[src/rtl/ram_master_pkg.sv]
// Shared types and sizing for the RAM bus master: FSM states, command record, bus widths.
// Pure declarations, no logic or latency.
// No flow control here; consumers apply it.
package ram_master_pkg;

  // Bus geometry of the shared single-port RAM.
  localparam int BYTE  = 8;
  localparam int NBITS = 8;
  localparam int WORDS = 256;

  typedef enum logic [1:0] {
    IDLE,
    WRITE,
    READ,
    DRAIN
  } state_t;

  typedef struct packed {
    logic             write;
    logic [NBITS-1:0] addr;
    logic [NBITS-1:0] len;
  } cmd_t;

endpackage

[src/rtl/ram_bus.sv]
// Signal bundle between a bus master and the single-port RAM.
// The RAM registers q one cycle after addr is presented.
// No flow control: the RAM accepts an access every cycle.
interface ram_bus;
  import ram_master_pkg::*;

  logic             we;
  logic [NBITS-1:0] addr;
  logic [BYTE-1:0]  data;
  logic [BYTE-1:0]  q;

  modport master (output we, output addr, output data, input q);
  modport slave  (input we, input addr, input data, output q);

endinterface

[src/rtl/ram_master_fifo.sv]
// Small synchronous FIFO holding read bytes returned by the RAM.
// Head is visible the cycle after a push; push and pop may coincide.
// Pop on empty is ignored; push on full is dropped unless a pop frees the slot.
module ram_master_fifo #(
  parameter int DEPTH = 2,
  parameter int WIDTH = 8,
  localparam int CW = $clog2(DEPTH + 1),
  localparam int PW = (DEPTH > 1) ? $clog2(DEPTH) : 1
) (
  input  logic             clk,
  input  logic             rst_n,
  input  logic             push,
  input  logic [WIDTH-1:0] push_data,
  input  logic             pop,
  output logic [WIDTH-1:0] head,
  output logic [CW-1:0]    count
);

  logic [WIDTH-1:0] mem [DEPTH];
  logic [PW-1:0]    rd_ptr;
  logic [PW-1:0]    wr_ptr;
  logic             do_push;
  logic             do_pop;

  function automatic logic [PW-1:0] ptr_next(input logic [PW-1:0] p);
    return (p == PW'(DEPTH - 1)) ? '0 : p + 1'b1;
  endfunction

  assign do_pop  = pop && (count != '0);
  assign do_push = push && ((count != CW'(DEPTH)) || do_pop);
  assign head    = mem[rd_ptr];

  // Storage, pointers and occupancy; storage is cleared so the head reads 0 out of reset.
  always_ff @(posedge clk or negedge rst_n) begin
    if (!rst_n) begin
      for (int i = 0; i < DEPTH; i++) mem[i] <= '0;
      rd_ptr <= '0;
      wr_ptr <= '0;
      count  <= '0;
    end else begin
      if (do_push) begin
        mem[wr_ptr] <= push_data;
        wr_ptr      <= ptr_next(wr_ptr);
      end
      if (do_pop) rd_ptr <= ptr_next(rd_ptr);
      count <= count + CW'(do_push) - CW'(do_pop);
    end
  end

endmodule

[src/rtl/ram_master.sv]
// Burst bus master for the single-port RAM: write bursts from a byte stream, read bursts to a byte stream.
// Write beats hit the RAM the cycle they are accepted; read bytes appear 2 cycles after issue.
// Reads are credit-limited to the FIFO depth so rd_ready may stall indefinitely. Optional RAM_MASTER_BOUNDS_EN rejects out-of-range commands with err.
module ram_master
  import ram_master_pkg::*;
#(
  parameter int RD_DEPTH = 2
) (
  input  logic             clk,
  input  logic             rst_n,
  input  logic             cmd_valid,
  output logic             cmd_ready,
  input  logic             cmd_write,
  input  logic [NBITS-1:0] cmd_addr,
  input  logic [NBITS-1:0] cmd_len,
  input  logic             wr_valid,
  output logic             wr_ready,
  input  logic [BYTE-1:0]  wr_data,
  output logic             rd_valid,
  input  logic             rd_ready,
  output logic [BYTE-1:0]  rd_data,
  output logic             busy,
  output logic             done,
  output logic             err,
  ram_bus.master           bus
);

  localparam int CW = $clog2(RD_DEPTH + 1);

  state_t           state;
  cmd_t             cmd_in;
  logic [NBITS-1:0] cur_addr;
  logic [NBITS-1:0] beats_left;
  logic [NBITS-1:0] addr_hold;
  logic [BYTE-1:0]  data_hold;
  logic             in_flight;
  logic [CW-1:0]    fifo_count;
  logic             pop;
  logic             issue;
  logic             wr_beat;
  logic             bounds_bad;
  logic             done_q;
  logic             err_q;

  assign cmd_in.write = cmd_write;
  assign cmd_in.addr  = cmd_addr;
  assign cmd_in.len   = cmd_len;

`ifdef RAM_MASTER_BOUNDS_EN
  // Widened so that addr + len + 1 cannot wrap before the comparison.
  assign bounds_bad = ({2'b00, cmd_in.addr} + {2'b00, cmd_in.len} + (NBITS + 2)'(1))
                      > (NBITS + 2)'(WORDS);
`else
  assign bounds_bad = 1'b0;
`endif

  assign cmd_ready = (state == IDLE);
  assign busy      = (state != IDLE);
  assign wr_ready  = (state == WRITE);
  assign done      = done_q;
  assign err       = err_q;

  assign rd_valid  = (fifo_count != '0);
  assign pop       = rd_valid && rd_ready;
  assign wr_beat   = (state == WRITE) && wr_valid;

  // A pop in this cycle frees a slot before the byte issued now lands,
  // which is what lets a depth-2 FIFO sustain one byte per cycle.
  assign issue = (state == READ) &&
                 ((int'(fifo_count) + int'(in_flight) - int'(pop)) < RD_DEPTH);

  // Writes present the incoming byte combinationally so the RAM captures it at this edge.
  assign bus.we   = wr_beat;
  assign bus.addr = ((state == WRITE) || (state == READ)) ? cur_addr : addr_hold;
  assign bus.data = wr_beat ? wr_data : data_hold;

  // Burst sequencing, in-flight tracking and the done/err pulses.
  always_ff @(posedge clk or negedge rst_n) begin
    if (!rst_n) begin
      state      <= IDLE;
      cur_addr   <= '0;
      beats_left <= '0;
      addr_hold  <= '0;
      data_hold  <= '0;
      in_flight  <= 1'b0;
      done_q     <= 1'b0;
      err_q      <= 1'b0;
    end else begin
      done_q    <= 1'b0;
      err_q     <= 1'b0;
      addr_hold <= bus.addr;
      data_hold <= bus.data;
      in_flight <= issue;
      case (state)
        IDLE: begin
          if (cmd_valid) begin
            if (bounds_bad) begin
              err_q <= 1'b1;
            end else begin
              state      <= cmd_in.write ? WRITE : READ;
              cur_addr   <= cmd_in.addr;
              beats_left <= cmd_in.len;
            end
          end
        end
        WRITE: begin
          if (wr_valid) begin
            cur_addr   <= cur_addr + 1'b1;
            beats_left <= beats_left - 1'b1;
            if (beats_left == '0) begin
              state  <= IDLE;
              done_q <= 1'b1;
            end
          end
        end
        READ: begin
          if (issue) begin
            cur_addr   <= cur_addr + 1'b1;
            beats_left <= beats_left - 1'b1;
            if (beats_left == '0) state <= DRAIN;
          end
        end
        DRAIN: begin
          // Finish in the cycle the last byte leaves so done follows it directly.
          if (!in_flight && ((fifo_count == '0) || ((fifo_count == CW'(1)) && pop))) begin
            state  <= IDLE;
            done_q <= 1'b1;
          end
        end
        default: state <= IDLE;
      endcase
    end
  end

  // The RAM's registered read data is pushed the cycle after each issue.
  ram_master_fifo #(
    .DEPTH (RD_DEPTH),
    .WIDTH (BYTE)
  ) u_fifo (
    .clk       (clk),
    .rst_n     (rst_n),
    .push      (in_flight),
    .push_data (bus.q),
    .pop       (pop),
    .head      (rd_data),
    .count     (fifo_count)
  );

endmodule
[src/flat_wrapper.sv]
// flat-port wrapper written by rule: the top's interface ports become plain ports
module ram_master_flat import ram_master_pkg::*;
#(
  parameter int RD_DEPTH = 2
)
  (clk, rst_n, cmd_valid, cmd_ready, cmd_write, cmd_addr, cmd_len, wr_valid, wr_ready, wr_data, rd_valid, rd_ready, rd_data, busy, done, err, bus_we, bus_addr, bus_data, bus_q);
  ram_bus bus_i ();
  input  logic clk;
  input  logic rst_n;
  input  logic cmd_valid;
  output logic cmd_ready;
  input  logic cmd_write;
  input  logic [NBITS-1:0] cmd_addr;
  input  logic [NBITS-1:0] cmd_len;
  input  logic wr_valid;
  output logic wr_ready;
  input  logic [BYTE-1:0] wr_data;
  output logic rd_valid;
  input  logic rd_ready;
  output logic [BYTE-1:0] rd_data;
  output logic busy;
  output logic done;
  output logic err;
  output wire logic [$bits(bus_i.we)-1:0] bus_we;
  output wire logic [$bits(bus_i.addr)-1:0] bus_addr;
  output wire logic [$bits(bus_i.data)-1:0] bus_data;
  input wire logic [$bits(bus_i.q)-1:0] bus_q;
  assign bus_we = bus_i.we;
  assign bus_addr = bus_i.addr;
  assign bus_data = bus_i.data;
  assign bus_i.q = bus_q;
  ram_master #(.RD_DEPTH(RD_DEPTH)) u_core (.clk(clk), .rst_n(rst_n), .cmd_valid(cmd_valid), .cmd_ready(cmd_ready), .cmd_write(cmd_write), .cmd_addr(cmd_addr), .cmd_len(cmd_len), .wr_valid(wr_valid), .wr_ready(wr_ready), .wr_data(wr_data), .rd_valid(rd_valid), .rd_ready(rd_ready), .rd_data(rd_data), .busy(busy), .done(done), .err(err), .bus(bus_i));
endmodule
[config.mk]
export PLATFORM = sky130hd
export DESIGN_NAME = ram_master_flat
export DESIGN_NICKNAME = d
export VERILOG_FILES = /design/src/rtl/ram_master_pkg.sv /design/src/rtl/ram_bus.sv /design/src/rtl/ram_master_fifo.sv /design/src/rtl/ram_master.sv /design/src/flat_wrapper.sv
export SDC_FILE = /design/constraint.sdc
export NUM_CORES = 1
export LEC_CHECK = 0
export BUFFER_PORTS_ARGS = -buffer_cell sky130_fd_sc_hd__buf_2
export CAP_MARGIN = 10
export CORE_MARGIN = 1
export CORE_UTILIZATION = 53
export DETAILED_ROUTE_END_ITERATION = 6
export PLACE_DENSITY = 0.8
export RECOVER_POWER = 50
export SKIP_CTS_REPAIR_TIMING = 1
export SYNTH_ARGS = -nofsm -noshare
export SYNTH_HDL_FRONTEND = slang
export SYNTH_SLANG_ARGS = --single-unit
[constraint.sdc]
create_clock -name clk -period 3.7 [get_ports clk]
set_input_delay 0.555 -clock clk [delete_from_list [all_inputs] [get_ports clk]]
set_output_delay 0.555 -clock clk [all_outputs]
set_load 0.01 [all_outputs]
==> flow_summary.yaml <==
outcome:
  result_of_the_run: "finished, violations left"
  failed_checks: "capacitance limit, slew limit"
drt:
  dr.first_iter.drc_count: 65
  post-route-drc-count: 0
  route.final.wire_length_mm: 5.20
  drt-vias-per-instance: 5.31
  route.vias.total: 2133
  drt-pass1-iter-count: 6
  wl_per_cell_um: 12.9
  drt.antenna.violating_nets: 0
timing:
  rsz0062_at_grt: "false"
  period_minus_slack_ns: 3.12
  finalSetupTns_ns: 0
  final_hold_viol_count: 0
  maxSlewViolCount: 46
  skew_ns: 0.00853
  final_hold_slack_ns: 0.492
  worstMarginPinSlew_ns: 2.39
  slew-limit-headroom: -0.596
  fmax_mhz: 321
  finalCritPeriodShare: 0.843
  setup_violations: 0
cells_and_area:
  area_delta_synth_final_pct: 16.1
  antennaDiodeCount: 0
  multi_input_area_sq_um: 1330
  post_route_cells_drive_above_1_share: 0.325
  area.sequential_sq_um: 1400
  design.final.nets: 385
  layoutNonFillerInstCount: 402
  final_core_util: 0.648
  filler_cell_count: 416
place:
  place.port_buffers: 67
  dp_cells: 394
  dp_hpwl_mm: 3.80
  gp_congestion: 0.776
synthesis:
  synth_area_sq_um: 2890
  yosys.cell_types.count: 43
  synth_cells: 265
  postSynthAreaPerCell_sq_um: 10.9
  mappedNetlistNets: 319
  synth.yosys.seq_area_share: 0.486
  synth-seq-cells: 56
  yosysWarningCount: 0
clocking:
  clock-root-buffer: "clkbuf_8"
  cts_inserted_buffers: 5
  clk-insertion-delay-late_ns: 0.30
  tritoncts_clock_tree: "built"
  cts_max_path_buffers: 2
  clock_sink_count: 56
  clkTransAtPathRegs_ns: 0.10
  htree_levels: 2
worst_setup_path:
  timing.critical_path.from_type: "register"
  critical_path_required_ns: 3.94
  end_kind: "register"
  timing_worst_setup_path_type: "reg2reg"
  cp_max_fo: 24
  arrival_ns: 3.36
floorplanning:
  fp.coreArea_sq_um: 5170
  floorplan.rows: 26
  die_width_um: 75.8
  design.portCount: 69
  design.die.area_sq_um: 5740
  floorplan.initialDensity: 0.558
  die_height_um: 75.8
grt:
  first_global_vias: 1950
  gr-usage-all-layers: 0.185
  grt_max_degree: 46
  gr-total-overflow: 0
  grt_first_pass_wirelength_mm: 8.11
  antenna_found_initial: 0
worst_hold_path:
  hold_path_class: "in2reg"
power_and_ir_drop:
  worst_ir_drop_on_vdd_v: 0.000447
  p_per_area_nw_per_um2: 978
  cellLeakagePower_uw: 0.00164
flow_run:
  max_cap_viol_count: 1
==> final timing paths <==
kind	startpoint	end	slack (ns)	cells past startpoint
worst max-delay path	u_core.u_fifo.count[1]	u_core.beats_left[5]	0.58	10
worst max register to register	u_core.u_fifo.count[1]	u_core.beats_left[5]	0.58	10
min in group asynchronous	rst_n	u_core.u_fifo.mem[12]	0.97	1
max in group asynchronous	rst_n	u_core.data_hold[0]	1.30	2
worst min-delay path	bus_q[2]	u_core.u_fifo.mem[2]	0.49	2
worst min register to register	u_core.data_hold[7]	u_core.data_hold[7]	0.50	1
==> per-layer routing <==
metal	track usage	part of all wire
met1	0.222	0.47
met2	0.343	0.49
met3	0.0291	0.037
met4	0.0494	0.0063
met5	0	0
==> cells by family (layout without fill, tap and decap cells) <==
logic type,after synthesis,count (layout),share of synthesized area
simple gates,61,61,0.108
flops,56,56,0.486
compound gates,52,52,0.119
mux,39,39,0.151
buf+inv,36,103,0.0512
fa+ha+maj,16,16,0.0720
xor+xnor,4,4,0.0121
other cells,1,1,0.00130
==> layout make-up <==
class / count / share of cell area
inverter: 26 / 0.0291
sequential: 56 / 0.418
tap: 70 / 0.0261
clock buffer: 5 / 0.0205
clock inverter: 3 / 0.00635
multi-input combinational: 173 / 0.397
timing repair buffer: 69 / 0.102
==> registers in the layout (all words and copies together), names as in the netlist <==
signal,cells
u_core.u_fifo.rd_ptr,1
u_core.u_fifo.wr_ptr,1
u_core.u_fifo.mem,16
u_core.u_fifo.count,2
u_core.data_hold,8
u_core.done,1
u_core.cur_addr,8
u_core.beats_left,8
u_core.addr_hold,8
u_core.in_flight,1
u_core.state,2
==> placed cells by master, fill, tap and decap left out, drive strengths merged, types with 2 or more instances in the layout <==
cell type	n
a211o	7
a211oi	2
a21boi	2
a21oi	8
a2bb2oi	2
and3	2
buf	64
clkbuf	10
dfrtp	56
ha	15
inv	27
mux2	36
mux2i	3
nand2	20
nand2b	2
nand3	9
nor2	9
nor3	3
nor4	6
o21ai	20
o22ai	3
o31ai	2
o32ai	3
or3	2
xnor2	4
==> synthesized netlist by cell type <==
cell,count,area [sq um]
nand3_2,1,10.0
a21oi_1,8,40.0
o2111ai_1,1,8.76
o22ai_1,3,18.8
conb_1,1,3.75
mux2i_1,3,30.0
o31ai_1,1,7.51
clkbuf_1,7,26.3
mux2_2,36,405
nor3_1,3,15.0
nor2_1,9,33.8
o32ai_1,3,26.3
nand3_1,8,40.0
a222oi_1,1,10.0
o21ai_0,19,95.1
nand4_1,1,6.26
inv_1,26,97.6
buf_6,1,11.3
nand2b_1,2,12.5
a2111o_1,1,11.3
a211oi_1,2,15.0
nor4_1,6,37.5
nor4b_1,1,8.76
or3b_2,1,8.76
o31ai_2,1,12.5
nand3b_1,1,7.51
a211o_1,7,61.3
dfrtp_1,56,1400
fa_1,1,20.0
nor3b_1,1,7.51
or3_1,2,12.5
and3_1,2,12.5
nor2b_1,1,6.26
or4b_1,1,10.0
xnor2_1,4,35.0
or2_2,1,6.26
buf_2,1,5.00
buf_4,1,7.51
ha_1,15,188
a21boi_0,2,15.0
nand2_1,20,75.1
a2bb2oi_1,2,17.5
o21ai_1,1,5.00
==> metrics by stage <==
stage	instance area [sq um]	setup WS, ns	power, uW
finish	3350	0.580	3280
global route	3350	0.282	3600
CTS	3360	0.699	3320
detailed placement	3270	0.684	2980
global placement	3270	0.762	2910
floorplan	2890	0.992	2500
==> critical path, cell delays in order (launching register included) <==
cell      delay [ns]
dfrtp_1         0.45
o21ai_0         0.50
nor2_1          0.15
ha_1            0.23
ha_1            0.17
nand2b_1        0.17
a222oi_1        0.39
nand3_2         0.29
buf_4           0.30
nor4_1          0.26
a211o_1         0.14
==> power by group <==
group          switching, uW  total (uW)  internal, uW
combinational            965        1790           828
sequential               210        1150           936
clock                    201         336           135
total                   1380        3280          1900
Note: power is estimated with default switching activity, not from simulation.
